--- src/rtl/dma_req_splitter_pkg.sv ---
// Request and status types shared by the DMA request splitter and its users.
package dma_req_splitter_pkg;

    typedef struct packed {
        logic [3:0]  id;
        logic [31:0] src;
        logic [31:0] dst;
        logic [31:0] num_bytes;
        logic [3:0]  cache_src;
        logic [3:0]  cache_dst;
        logic [1:0]  burst_src;
        logic [1:0]  burst_dst;
        logic        decouple_rw;
        logic        deburst;
        logic        serialize;
    } dma_req_t;

    typedef struct packed {
        logic backend_idle;
        logic trans_complete;
    } dma_meta_t;

endpackage

--- src/rtl/dma_req_splitter.sv ---
// Splits one DMA transfer into sub-requests that never cross a ChunkBytes
// boundary on the destination side, and keeps at most MaxOutstanding
// sub-requests in flight at the backend.
module dma_req_splitter
    import dma_req_splitter_pkg::*;
#(
    parameter int unsigned ChunkBytes     = 256,
    parameter int unsigned MaxOutstanding = 4
) (
    input  logic      clk_i,
    input  logic      rst_i,
    input  dma_req_t  req_i,
    input  logic      req_valid_i,
    output logic      req_ready_o,
    output dma_req_t  burst_req_o,
    output logic      burst_valid_o,
    input  logic      burst_ready_i,
    input  logic      burst_done_i,
    output dma_meta_t meta_o
);

    localparam int unsigned CntW = $clog2(MaxOutstanding + 1);

    typedef enum logic [1:0] {
        IDLE,
        SPLIT,
        DRAIN
    } state_e;

    state_e          state_q;
    logic [CntW-1:0] out_q;
    logic [CntW-1:0] out_d;
    dma_req_t        req_q;
    dma_req_t        burst_q;
    logic [31:0]     src_q;
    logic [31:0]     dst_q;
    logic [31:0]     rem_q;
    logic            valid_q;
    logic            tc_q;
    logic            idle_q;

    logic            accept;
    logic            hs;
    logic            room_ok;
    logic [31:0]     nxt_src;
    logic [31:0]     nxt_dst;
    logic [31:0]     nxt_rem;
    logic [31:0]     nxt_chunk;
    logic [31:0]     acc_chunk;

    // Bytes that fit before the next destination chunk boundary, capped by what is left.
    function automatic logic [31:0] chunk_of(input logic [31:0] rem, input logic [31:0] dst);
        logic [31:0] room;
        room = 32'(ChunkBytes) - (dst & 32'(ChunkBytes - 1));
        return (rem < room) ? rem : room;
    endfunction

    function automatic dma_req_t make_burst(input dma_req_t base, input logic [31:0] s,
                                            input logic [31:0] d, input logic [31:0] n);
        dma_req_t b;
        b           = base;
        b.src       = s;
        b.dst       = d;
        b.num_bytes = n;
        return b;
    endfunction

    assign req_ready_o         = (state_q == IDLE) & ~tc_q & ~rst_i;
    assign burst_req_o         = burst_q;
    assign burst_valid_o       = valid_q;
    assign meta_o.backend_idle = idle_q;
    assign meta_o.trans_complete = tc_q;

    // Handshake detection, outstanding-count update and next sub-request geometry.
    always_comb begin
        accept    = req_valid_i & req_ready_o;
        hs        = valid_q & burst_ready_i;
        out_d     = out_q;
        if (hs && !burst_done_i) begin
            out_d = out_q + CntW'(1);
        end else if (!hs && burst_done_i && (out_q != '0)) begin
            out_d = out_q - CntW'(1);
        end
        room_ok   = out_d < CntW'(MaxOutstanding);
        nxt_src   = src_q + burst_q.num_bytes;
        nxt_dst   = dst_q + burst_q.num_bytes;
        nxt_rem   = rem_q - burst_q.num_bytes;
        nxt_chunk = chunk_of(nxt_rem, nxt_dst);
        acc_chunk = chunk_of(req_i.num_bytes, req_i.dst);
    end

    // Control FSM with registered sub-request and status outputs.
    always_ff @(posedge clk_i or posedge rst_i) begin
        if (rst_i) begin
            state_q <= IDLE;
            out_q   <= '0;
            req_q   <= '0;
            burst_q <= '0;
            src_q   <= '0;
            dst_q   <= '0;
            rem_q   <= '0;
            valid_q <= 1'b0;
            tc_q    <= 1'b0;
            idle_q  <= 1'b1;
        end else begin
            out_q <= out_d;
            tc_q  <= 1'b0;
            case (state_q)
                IDLE: begin
                    idle_q <= (out_d == '0);
                    if (accept) begin
                        req_q <= req_i;
                        if (req_i.num_bytes != '0) begin
                            state_q <= SPLIT;
                            src_q   <= req_i.src;
                            dst_q   <= req_i.dst;
                            rem_q   <= req_i.num_bytes;
                            burst_q <= make_burst(req_i, req_i.src, req_i.dst, acc_chunk);
                            valid_q <= 1'b1;
                            idle_q  <= 1'b0;
                        end else begin
                            tc_q <= 1'b1;
                        end
                    end
                end
                SPLIT: begin
                    idle_q <= 1'b0;
                    if (hs) begin
                        src_q   <= nxt_src;
                        dst_q   <= nxt_dst;
                        rem_q   <= nxt_rem;
                        burst_q <= make_burst(req_q, nxt_src, nxt_dst, nxt_chunk);
                        if (nxt_rem == '0) begin
                            state_q <= DRAIN;
                            valid_q <= 1'b0;
                        end else begin
                            valid_q <= room_ok;
                        end
                    end else begin
                        valid_q <= room_ok;
                    end
                end
                DRAIN: begin
                    valid_q <= 1'b0;
                    idle_q  <= 1'b0;
                    if (out_q == '0) begin
                        state_q <= IDLE;
                        tc_q    <= 1'b1;
                        idle_q  <= 1'b1;
                    end
                end
                default: begin
                    state_q <= IDLE;
                    valid_q <= 1'b0;
                end
            endcase
        end
    end

endmodule
--- config.mk ---
export PLATFORM = sky130hd
export DESIGN_NAME = dma_req_splitter
export DESIGN_NICKNAME = d
export VERILOG_FILES = /design/src/rtl/dma_req_splitter_pkg.sv /design/src/rtl/dma_req_splitter.sv
export SDC_FILE = /design/constraint.sdc
export NUM_CORES = 1
export LEC_CHECK = 0
export CAP_MARGIN = 20
export CORE_ASPECT_RATIO = 0.5
export CORE_MARGIN = 2
export CORE_UTILIZATION = 30
export DETAILED_ROUTE_END_ITERATION = 7
export PLACE_DENSITY = 0.6
export REMOVE_ABC_BUFFERS = 1
export SYNTH_ARGS = -nofsm -noshare
export SYNTH_HDL_FRONTEND = slang
export SYNTH_SLANG_ARGS = --single-unit
--- constraint.sdc ---
create_clock -name clk_i -period 10.86 [get_ports clk_i]
set_clock_uncertainty 0.1 [all_clocks]
set_input_delay 2.172 -clock clk_i [delete_from_list [all_inputs] [get_ports clk_i]]
set_output_delay 2.172 -clock clk_i [all_outputs]
set_load 0.02 [all_outputs]
==> metrics, run 1 <==
CP Max Fanout=2; Fin. Hold Viols=0; dpl cells=~2,300; Commonest cells post-synth=dfrtp_1, nand2_1, o21ai_0; Placement Rows=55; Horiz. Die Dim=just over 300 microns; GR Util All Layers=0.178; worst min path class=reg -> reg; switching power=between 2 and 3 mW; die height=between 150 and 200 microns; largest net degree at the start of global routing=110; root buf cell=clkbuf_16; YS warnings=0; Slew @ Worst Pin=1.08 ns; Post-Synthesis Cells=1,562; PortBufs=about 240; sequential share of power=0.206; main area contributors after synthesis=dfrtp_1, ha_1, mux2i_1; Internal=2.62 mW; Area Growth Syn to Fin=25.5%; Sw Ratio=0.490; DRT Wirelength=between 40,000 and 50,000 microns; most frequent cell after synthesis=dfrtp_1; Die ar.=roughly 0.047 sq mm; Pre-antenna DRT Iters=5; Slew headroom=0.262; setup tns final=0 ns; cts hold-fix bufs=0; pre-CTS WS=~4.7 ns; first-pass GRT wire length=slightly below 70,000 microns; share of cells above drive strength 1=0.0632; Multi-input gate area=~0.0087 sq mm; HPWL after DPL=32,500 microns; # DRC=0; CTS clock-pin slew for the worst setup and hold paths=around 0.070 ns; area share of the largest cell type after synthesis=0.316; clock power share=0.122; #FFs+latches synth=~170; Clock Latency Late Sink=0.46 ns; Core Util, Final=0.381; clock sinks=roughly 170; Final Power=just over 5 mW; drt via density=between 5 and 6; Max Slew Vio Count=0; slowest CP cell=clkdlybuf4s50_1; CTS tree=yes; Mapped Area=between 0.01 and 0.015 sq mm; # IOs=around 240; drt wl/cell=approximately 18 microns; GPL Wtd Cong=slightly below 0.9; Hold WS=0.363 ns; RSZ-0062 raised after global routing=false; Post-Layout Cell Count=~2,400; Synth Flop Type=dfrtp_1; H-tree lvl count=4; Final setup violation count=0; CP peak stage delay=0.64 ns; total setup buffers inserted after CTS=0; FFs w/ async S/R, synth=1.00; Peak Freq=~0.17 GHz; Comb pwr share=0.672; design area=between 0.015 and 0.02 sq mm; buffers plus inverters on the worst setup path=2; post-CTS sizing=0; Longest Clk Path Bufs=2; 1st-iter DRT viols=between 700 and 800; Post-synth EDFFs=0; Worst Path Required=approximately 8.6 ns; CP cell instances=clkdlybuf4s50_1 -> nor3_1 -> clkdlybuf4s50_1; Post-DP Area=between 0.015 and 0.02 sq mm; vias=12,187; Critical Path Sink Type=output pin; Leak=slightly above 8 nW; period utilization=0.534; total grt overflow=0; Synth area leader=dfrtp_1; PwrDens=299 mW/mm^2; Synth cell types=90; Max-cap violations=0; Top Family by Delay on Critical Path=buffers and inverters; post-route setup slack=5.06 ns; worst IR drop on VDD=about 0.00016 V; post-route antenna net violation count=0; vias in the first global route=11,977; initial antenna violation count=1; Tmin final=5.80 ns; Initial Util=0.304; post-synthesis sequential area ratio=0.318; Register Area=between 0.004 and 0.005 sq mm; fin nets=between 1,500 and 2,000; core area=~0.045 sq mm; Crit path arrival time=around 3.5 ns; Inserted Clock Buffers=17; WS Path Type=in -> out; Avg Synthesized Cell Area=just under 9 sq um; status=completed; most used cell, CP=clkdlybuf4s50_1; startpoint type of the worst setup path=input port; fillers=about 4,500
registers in the layout, indices dropped and copies added (netlist names):
register	count
burst_req_o	115
burst_valid_o	1
idle_q	1
out_q	3
rem_q	32
req_q	19
state_q	2
tc_q	1
final timing paths:
check                                      from          endpoint  slack, ns  cells after the start
worst max-delay path                      rst_i       req_ready_o       5.06                      3
worst min-delay path                     idle_q            idle_q       0.36                      2
worst max register to register  burst_req_o[19]  burst_req_o[110]       6.13                     12
worst min register to register           idle_q            idle_q       0.36                      2
max in group asynchronous                 rst_i   burst_req_o[96]       7.05                      3
min in group asynchronous                 rst_i  burst_req_o[113]       2.20                      2
worst min-delay path, cell delays in order (launching register included):
cell     delay [ns]
dfstp_2        0.37
inv_1          0.04
a21oi_1        0.05
cell families (layout without fill, tap and decap cells):
logic type / after synthesis / in the layout / share of synthesized area
muxes: 117 / 117 / 0.0877
xor gates and xnor gates: 85 / 85 / 0.0544
DFF: 174 / 174 / 0.318
AOI/OAI and AO/OA: 478 / 478 / 0.226
and+or+nand+nor: 435 / 435 / 0.155
adders and majority gates: 121 / 121 / 0.112
buffers and inverters: 152 / 361 / 0.0466
other: 0 / 1 / 0
layout make-up:
class,instances,share of cell area
tap,598,0.0436
inverter,80,0.0179
multi-input combinational,1236,0.507
antenna,1,0.000146
sequential,174,0.254
clock buffer,18,0.0256
timing repair buffer,249,0.144
clock inverter,14,0.00845
placed cells by master (no fill, tap or decap), types with 55 or more instances in the layout:
master / n
o21ai_0: 140
dfrtp_1: 173
clkdlybuf4s50_1: 238
inv_1: 77
nand2_1: 155
nor2_1: 96
ha_1: 117
xnor2_1: 55
a21oi_1: 115
mux2i_1: 94
routing by layer:
metal / up-vias / global-route usage / routed length (microns)
li1: 6066 / - / -
met1: 5859 / 0.223 / 18900
met2: 225 / 0.327 / 21900
met3: 37 / 0.0218 / 1220
met4: 0 / 0.0399 / 605
met5: - / 0 / 0
power by group through the flow:
stage                     Combinational [mW]  Clock (mW)  Sequential, mW
after floorplan                         2.29           0            1.18
after global placement                  3.40           0            1.07
after detailed placement                3.42           0            1.07
after CTS                               3.44       0.641            1.06
after global routing                    3.82       0.666            1.09
final                                   3.45       0.626            1.06
Power figures use the tool's default switching activity.
==> inputs of run 2 (changes only) <==
Clock period 10.86 ns to 5.5 ns, I/O delays scaled along.
==> run 2 against run 1 <==
Worst hold slack about the same. Critical path depth up 9. Register-to-register slack worse by 5.1 ns. Count of clock-buffer cells in the layout down 1. Critical endpoint is now burst_req_o[110].
==> metrics, run 2 (synthesis gave the netlist of run 1 again) <==
PwrDens=586 mW/mm^2 (was 299 mW/mm^2); RSZ-0062 raised after global routing=false (unchanged); Area Growth Syn to Fin=26.1% (was 25.5%); CTS tree=yes (unchanged); max layer used=met4 (unchanged); Post-DP Area=0.0166 sq mm (about the same); cts hold-fix bufs=0 (unchanged); drt wl/cell=17.9 microns (was 18.0 microns); worst IR drop on VDD=0.000368 V (was 0.000164 V); commonest cells after routing, fill and taps aside=clkdlybuf4s50_1, dfrtp_1, nand2_1 (unchanged); initial antenna violation count=0 (was 1); Tmin final=between 4 and 5 ns; Max Slew Vio Count=0 (unchanged); worst min path class=reg -> reg (unchanged); PortBufs=238 (unchanged); HPWL after DPL=32,200 microns (was 32,500 microns); metal3 WL=1080 microns (was 1220 microns); Crit path arrival time=4.68 ns (was 3.53 ns); fin nets=2,002 (was 1,999); Comb pwr share=0.668 (was 0.672); met2 WL post-DR=21,300 microns (was 21,900 microns); status=completed (unchanged); Internal=5.19 mW (was 2.62 mW); Final setup violation count=0 (unchanged); share of cells above drive strength 1=0.0654 (was 0.0632); switching power=4.91 mW (was 2.52 mW); Placement Rows=55 (unchanged); clock sinks=174 (unchanged); post-CTS sizing=0 (unchanged); CP Max Fanout=5 (was 2); startpoint type of the worst setup path=register (was input port); # DRC=0 (unchanged); design area=0.0173 sq mm (was 0.0172 sq mm); die height=155 microns (unchanged); Final Power=10.1 mW (was 5.13 mW); H-tree lvl count=4 (unchanged); clock power share=0.127 (was 0.122); GPL Wtd Cong=0.891 (was 0.882); Slew headroom=0.196 (was 0.262); diode count=0 (was 1); period utilization=0.815; Hold WS=0.363 ns (about the same); sequential share of power=0.206 (about the same); max FFs per register=115 (unchanged); drt via density=5.16 (was 5.14); vias=12,244 (was 12,187); DRT Wirelength=42,400 microns (was 42,700 microns); Inserted Clock Buffers=17 (unchanged); Slew @ Worst Pin=1.18 ns (was 1.08 ns); total grt overflow=0 (unchanged); Die ar.=0.0474 sq mm (unchanged); 1st-iter DRT viols=931 (was 755); Horiz. Die Dim=306 microns (unchanged); largest net degree at the start of global routing=133 (was 110); core area=0.0451 sq mm (unchanged); Peak Freq=0.223 GHz; Critical Path Sink Type=register (was output pin); post-route antenna net violation count=0 (unchanged); CTS clock-pin slew for the worst setup and hold paths=0.08 ns (was 0.07 ns); flop2flop setup slack=1.02 ns (was 6.13 ns); first-pass GRT wire length=66,400 microns (was 67,300 microns); Clock Latency Late Sink=0.46 ns (about the same); vias in the first global route=11,699 (was 11,977); commonest non-fill, non-tap cell in the layout=clkdlybuf4s50_1 (unchanged); Leak=8.17 nW (was 8.14 nW); Pre-antenna DRT Iters=5 (unchanged); Max-cap violations=0 (unchanged); # IOs=239 (unchanged); Longest Clk Path Bufs=2 (unchanged); met1 wire length=19,200 microns (was 18,900 microns); Fin. Hold Viols=0 (unchanged); Sw Ratio=0.486 (was 0.490); WS Path Type=reg -> reg (was in -> out); root buf cell=clkbuf_16 (unchanged); GR Util All Layers=0.177 (was 0.178); Initial Util=0.304 (unchanged); Worst Path Required=5.69 ns (was 8.59 ns); total setup buffers inserted after CTS=0 (unchanged)
-- run 2: changes by cell type in the layout (fill, tap and decap cells not counted), sizes merged --
cell	previous run	this run
clkbuf	18	17
buf	10	14
inv	87	86
diode	1	0
dlymetal6s2s	1	0
clkinvlp	2	0
clkinv	5	9
-- run 2: layout make-up --
type | instances | area, sq um
multi-input combinational | 1236 | 8700
tap | 598 | 748
clock buffer | 17 | 425
timing repair buffer | 252 | 2520
inverter | 80 | 308
fill | 4551 | 27800
sequential | 174 | 4360
clock inverter | 15 | 186
-- run 2: power by group through the flow --
stage / sequential, mW / combinational [mW] / clock, mW
global placement: 2.10 / 6.60 / 0
detailed placement: 2.10 / 6.67 / 0
finish: 2.08 / 6.75 / 1.28
floorplan: 2.27 / 4.46 / 0
CTS: 2.08 / 6.72 / 1.32
global route: 2.14 / 7.52 / 1.36
-- run 2: final timing paths --
check,from,endpoint,depth (start not counted)
max,burst_req_o[18],burst_req_o[110],12
min,idle_q,idle_q,2
max reg2reg,burst_req_o[18],burst_req_o[110],12
min reg2reg,idle_q,idle_q,2
max in group asynchronous,rst_i,burst_req_o[26],3
min in group asynchronous,rst_i,rem_q[28],2
-- run 2: routing by layer --
metal,up-vias,GRT usage
met4,0,0.0458
met2,211,0.312
met3,42,0.0192
li1,6077,-
met5,-,0
met1,5914,0.231
-- run 2: through the flow --
| step | utilization | instances | setup slack, ns | setup TNS [ns] |
|---|---|---|---|---|
| 2_1_floorplan | - | 1490 | -5.34 | -632.33 |
| 3_3_place_gp | 0.369 | 2340 | 0.743 | 0 |
| 3_5_place_dp | 0.369 | 2340 | 0.677 | 0 |
| 4_1_cts | 0.383 | 2372 | 1.03 | 0 |
| 5_1_grt | 0.383 | 2372 | 0.735 | 0 |
| 6_report | 0.383 | 2372 | 1.02 | 0 |
-- run 2: worst max-delay path: stages, from the launching register on --
cell       delay [ns]
dfrtp_1          0.45
ha_1             0.37
a21o_1           0.19
a22oi_1          0.32
a21oi_1          0.28
a2111oi_0        0.86
o31ai_1          0.20
a21oi_1          0.41
nor4b_1          0.10
or3_1            0.37
xor2_1           0.35
mux2i_1          0.23
a21oi_1          0.08
